**src/rtl/interpolation_ram_arbiter.sv**
```systemverilog
// interpolation_ram_arbiter: round-robin owner of the interpolation RAM ports shared by the interpolation unit (A) and the solver/loader (B)
module interpolation_ram_arbiter #(
  parameter int RAM_ADDRESS_WIDTH = 13,
  parameter int DATA_WIDTH        = 64
) (
  input  logic                         CLK,
  input  logic                         RST,
  input  logic                         A_Req,
  output logic                         A_Grant,
  input  logic                         A_WR_Enable,
  input  logic [RAM_ADDRESS_WIDTH-1:0] A_WR_Address,
  input  logic [DATA_WIDTH-1:0]        A_WR_Data,
  input  logic [RAM_ADDRESS_WIDTH-1:0] A_RD1_Address,
  input  logic [RAM_ADDRESS_WIDTH-1:0] A_RD2_Address,
  input  logic                         B_Req,
  output logic                         B_Grant,
  input  logic                         B_WR_Enable,
  input  logic [RAM_ADDRESS_WIDTH-1:0] B_WR_Address,
  input  logic [DATA_WIDTH-1:0]        B_WR_Data,
  input  logic [RAM_ADDRESS_WIDTH-1:0] B_RD1_Address,
  input  logic [RAM_ADDRESS_WIDTH-1:0] B_RD2_Address,
  output logic                         RAM_WR_Enable,
  output logic [RAM_ADDRESS_WIDTH-1:0] RAM_WR_Address,
  output logic [DATA_WIDTH-1:0]        RAM_WR_Data,
  output logic [RAM_ADDRESS_WIDTH-1:0] RAM_RD1_Address,
  output logic [RAM_ADDRESS_WIDTH-1:0] RAM_RD2_Address,
  output logic [1:0]                   Owner,
  output logic                         Access_Error
);
  typedef enum logic [1:0] {IDLE, OWN_A, OWN_B, TURN} state_t;
  state_t state, state_nx;
  logic last_b, last_b_nx;
  always_comb begin
    state_nx  = state;
    last_b_nx = last_b;
    case (state)
      OWN_A: if (!A_Req) begin
        state_nx  = TURN;
        last_b_nx = 1'b0;
      end
      OWN_B: if (!B_Req) begin
        state_nx  = TURN;
        last_b_nx = 1'b1;
      end
      default: state_nx = (A_Req && (!B_Req || last_b)) ? OWN_A : B_Req ? OWN_B : IDLE;
    endcase
  end
  always_ff @(posedge CLK or posedge RST)
    if (RST) begin
      state        <= IDLE;
      last_b       <= 1'b1;
      Access_Error <= 1'b0;
    end else begin
      state  <= state_nx;
      last_b <= last_b_nx;
      if ((A_WR_Enable && !A_Grant) || (B_WR_Enable && !B_Grant)) Access_Error <= 1'b1;
    end
  assign A_Grant         = state == OWN_A;
  assign B_Grant         = state == OWN_B;
  assign Owner           = {B_Grant, A_Grant};
  assign RAM_WR_Enable   = A_Grant ? A_WR_Enable   : B_Grant ? B_WR_Enable   : 1'b0;
  assign RAM_WR_Address  = A_Grant ? A_WR_Address  : B_Grant ? B_WR_Address  : '0;
  assign RAM_WR_Data     = A_Grant ? A_WR_Data     : B_Grant ? B_WR_Data     : '0;
  assign RAM_RD1_Address = A_Grant ? A_RD1_Address : B_Grant ? B_RD1_Address : '0;
  assign RAM_RD2_Address = A_Grant ? A_RD2_Address : B_Grant ? B_RD2_Address : '0;
endmodule

```
**config.mk**
```make
export PLATFORM = sky130hd
export DESIGN_NAME = interpolation_ram_arbiter
export DESIGN_NICKNAME = d
export VERILOG_FILES = /design/src/rtl/interpolation_ram_arbiter.sv
export SDC_FILE = /design/constraint.sdc
export NUM_CORES = 1
export LEC_CHECK = 0
export CAP_MARGIN = 20
export CORE_AREA = 2 2 125 127
export DETAILED_ROUTE_END_ITERATION = 8
export DIE_AREA = 0 0 127 129
export SLEW_MARGIN = 20
export SYNTH_ARGS = -nofsm -noshare
export SYNTH_HDL_FRONTEND = slang
export SYNTH_SLANG_ARGS = --single-unit
```
**constraint.sdc**
```tcl
create_clock -name CLK -period 2.1 [get_ports CLK]
set_input_delay 0.42 -clock CLK [delete_from_list [all_inputs] [get_ports CLK]]
set_output_delay 0.42 -clock CLK [all_outputs]
set_load 0.01 [all_outputs]
```
Word level (Yosys, flattened, before mapping)

Index checks and enable logic that the tools add are counted.

Output and inout bits: 109
Logic and storage cells: 36
Input port bits: 212
Register bits after elaboration: 4

Multiplexer cells: 18
Reduce and logical (&&, ||, !) cells: 11
Eq/ne operators: 4

Operators with widths:

| operator                                                         | number |
|---|---|
| 64-bit two-way mux                                               | 2 |
| 13-bit two-way mux                                               | 6 |
| 2-bit two-way mux                                                | 4 |
| 1-bit two-way mux                                                | 4 |
| 2-bit != test (second input constant)                            | 2 |
| 2-bit case mux with 2 select lines                               | 1 |
| 1-bit logical AND                                                | 3 |
| 1-bit logical NOT                                                | 3 |
| 3-bit AND reduction                                              | 1 |
| 2-bit by 1-bit == test with 1-bit output (second input constant) | 1 |
| 2-bit == test (second input constant)                            | 1 |
| 1-bit logical OR                                                 | 2 |
| 1-bit case mux with 2 select lines                               | 1 |
| 2-bit AND reduction                                              | 1 |
| 2-bit nonzero test                                               | 1 |

Logic depth before layout (Yosys ltp)

Depth after elaboration: 5
Depth in mapped cells: 7
Gate-level depth less buffers: 5

Least setup slack after synthesis

OpenSTA, ideal clock, no wires.

Path kind: register to output
From: register state[1]
To: output RAM_RD2_Address[5]
Setup slack: 249 ps
Cell stages (with the launch flop): 7
Required time: 1,680 ps
Arrival: 1,431 ps
Path buffers: 3
Cells stage by stage: dfrtp_1 > inv_1 > ha_1 > buf_4 > buf_6 > buf_6 > o21ai_0

Elaborated cells between the ends (all ways): 4
Those cells by class: eq/ne (2); mux (2)

RTL lines:

| what                                     | RTL line | text |
|---|---|---|
| from (decl)                              | 31       | `state_t state, state_nx;` |
| from (signal assigned)                   | 54       | `state <= state_nx;` |
| 2-bit by 1-bit == test with 1-bit output | 58       | `assign A_Grant = state == OWN_A;` |
| named net A_Grant                        | 9        | `output logic A_Grant,` |
| 13-bit two-way mux                       | 65       | `assign RAM_RD2_Address = A_Grant ? A_RD2_Address : B_Grant ? B_RD2_Address : '0;` |
| to (decl)                                | 26       | `output logic [RAM_ADDRESS_WIDTH-1:0] RAM_RD2_Address,` |

The timed path passes the listed nets, and every way through them passes these cells.

Worst setup path in the final report

From: register state[1]
To: output RAM_WR_Data[18]

Cells in the longest elaborated chain, start to end: 3
Elaborated cells between the ends (all ways): 4
Those cells by class: eq/ne (2); mux (2)

RTL lines:

| what                 | RTL line | text |
|---|---|---|
| 2-bit == test        | 59       | `assign B_Grant = state == OWN_B;` |
| 64-bit two-way mux   | 63       | `assign RAM_WR_Data = A_Grant ? A_WR_Data : B_Grant ? B_WR_Data : '0;` |
| 64-bit two-way mux * | 63       |  |
| to (decl)            | 24       | `output logic [DATA_WIDTH-1:0] RAM_WR_Data,` |

Every way passes the cells marked *; elsewhere a longest branch is shown, timed or not.

==> results_dict.tcl <==
set metrics [dict create \
    status "completed" \
    syn_avg_cell_area_sq_um 4.83 \
    async_flop_share_pct 100 \
    required_ps 1680 \
    grt_max_degree 25 \
    ys_ff_latch 4 \
    fin_skew_ps 0.409 \
    first_global_vias 3307 \
    final-hold-violation-count 0 \
    ys.flop_type "dfrtp_1" \
    yosysSeqAreaShare_pct 5.61 \
    place_area_sq_um 5340 \
    synth_cell_types 18 \
    clock.fmax_ghz 0.488 \
    cts_tree "built" \
    die_w_um 127 \
    layout-drive-gt1-share_pct 18.7 \
    dr.first_iter.drc_count 106 \
    synth_fp_nets 589 \
    relSlewSlack_pct 87.0 \
    power.total_mw 5.16 \
    setup_viol 0 \
    fin_area_sq_um 5230 \
    htree_levels 1 \
    dr.pass1.iters 4 \
    r2r_slack_ps 410 \
    finalSetupTns_ps 0 \
    synth_most_common_cell "nand2_1" \
    utilization_pct 34.9 \
    slew_viol_final 0 \
    insertion_delay_ps 230 \
    end_kind "primary output" \
    cap_violations 0 \
    clk_pin_slew_ps 30 \
    fin_nets 918 \
    yosys-top-cells-area "nand2_1, o21ai_0, buf_6" \
    synth_top_area_share_pct 43.4 \
    initial_core_util_pct 12.1 \
    synth-edff-count 0 \
    dieArea_sq_um 16400 \
    period_share_pct 97.6 \
    numCtsBuffers 3 \
    fp.coreArea_sq_um 15000 \
    cts_root_buf "clkbuf_16" \
    hold_path_class "in -> async" \
    antenna_found_initial 0 \
    fp.dieH_um 129 \
    fin_hold_ws_ps 384 \
    wl_per_cell_um 13.5 \
    syn_inst 374 \
    min_period_ps 2050 \
    ir_worst_vdd_uv 427 \
    grt_pass1_wl_um 16900 \
    drc 0 \
    yosysWarnings 0 \
    place_inst 874 \
    yosysTopAreaCell "nand2_1" \
    worst_pin_slew_ps 193 \
    hold_buffers 0 \
    io_pins 321 \
    fin_ws_ps 50.1 \
    netlist_area_sq_um 1810 \
    area_delta_synth_final_pct 189 \
    io_buffers 320 \
    startpoint_type "flop" \
    place_ws_ps -285 \
    track_usage_pct 12.7 \
    rows 45 \
    via_per_inst 3.99 \
    crit_fanout 12 \
    cts_max_path_buffers 2 \
    n_antenna_cell 0 \
    p_per_area_nw_per_um2 987 \
    leakage_nw 2.27 \
    clkSinkCount 4 \
    arrival_ps 1630 \
    drt_wl_total_um 12000 \
    synthTopCellsByCount "nand2_1, o21ai_0, clkbuf_1, buf_6, o21ai_1" \
    dp_hpwl_um 9110 \
    ant_nets 0 \
    crit_type "reg -> out" \
    num_vias 3551 \
    gp_congestion 0.806 \
    grt_overflow 0 \
    instances_no_fill 890 \
]
[flip-flops by register name, indices dropped and copies added (netlist names)]
signal	count
Access_Error	1
last_b	1
state	2
[cell families (layout without fill, tap and decap cells)]
| family | Yosys count | in the layout | share of synthesized area, % |
|---|---|---|---|
| flops | 4 | 4 | 5.61 |
| mux | 1 | 1 | 0.623 |
| simple gates | 212 | 212 | 44.3 |
| fa+ha+maj | 3 | 3 | 2.08 |
| compound gates | 111 | 111 | 31.9 |
| buf+inv | 43 | 371 | 15.6 |
[power breakdown]
group | switching, mW | total [mW] | internal, mW
Combinational | 2.39 | 4.71 | 2.32
Clock | 0.0582 | 0.309 | 0.251
Sequential | 0.0240 | 0.136 | 0.112
Total | 2.47 | 5.16 | 2.68
[per-layer routing]
layer	GRT usage (%)	part of all wire [%]	vias up
li1	-	-	1855
met1	14.6	41	1517
met2	25.0	51	173
met3	2.66	7.7	6
met4	1.23	0.40	0
met5	0	0	-
[final cells by class]
| class | count | area (sq um) |
|---|---|---|
| inverters | 6 | 22.5 |
| multi-input cells | 327 | 1460 |
| clock buffers | 4 | 78.8 |
| repair buffers | 361 | 3330 |
| fillers | 1641 | 9750 |
| well taps | 188 | 235 |
| flip-flops and latches | 4 | 103 |
[final timing paths]
kind                                          startpoint                        to  cells past startpoint
worst max-delay path                state[1]$_DFFE_PP0P_           RAM_WR_Data[18]                      6
worst min-delay path                                 RST  Access_Error$_DFFE_PP0P_                      2
worst max register to register      state[1]$_DFFE_PP0P_        last_b$_DFFE_PP1P_                      7
worst min register to register  Access_Error$_DFFE_PP0P_  Access_Error$_DFFE_PP0P_                      2
max in group asynchronous                            RST        last_b$_DFFE_PP1P_                      2
min in group CLK                Access_Error$_DFFE_PP0P_  Access_Error$_DFFE_PP0P_                      2
[critical path, stage by stage (launching register included)]
cell and delay (ps):
dfrtp_1 360, inv_1 80, ha_4 190, buf_12 150, buf_4 160, o21ai_0 150, dlygate4sd2_1 310
[timing repair]
item	CTS	global route
pin swaps	1	1
endpoints found under the setup margin	108	87
gates cloned	4	2
gates resized for setup	319	73
buffers inserted	7	1
[layout by cell type (no fill, tap or decap), types with 3 or more instances in the layout]
cell / n
clkdlybuf4s15_1: 10
clkbuf_2: 14
buf_4: 23
nand2_1: 209
dlygate4sd2_1: 17
inv_1: 5
clkbuf_16: 5
o21ai_1: 23
dlygate4sd1_1: 3
clkdlybuf4s50_1: 212
o21ai_0: 80
o21ai_2: 3
buf_12: 9
buf_6: 3
buf_2: 64
No activity file was read; power rests on OpenSTA's default activity.
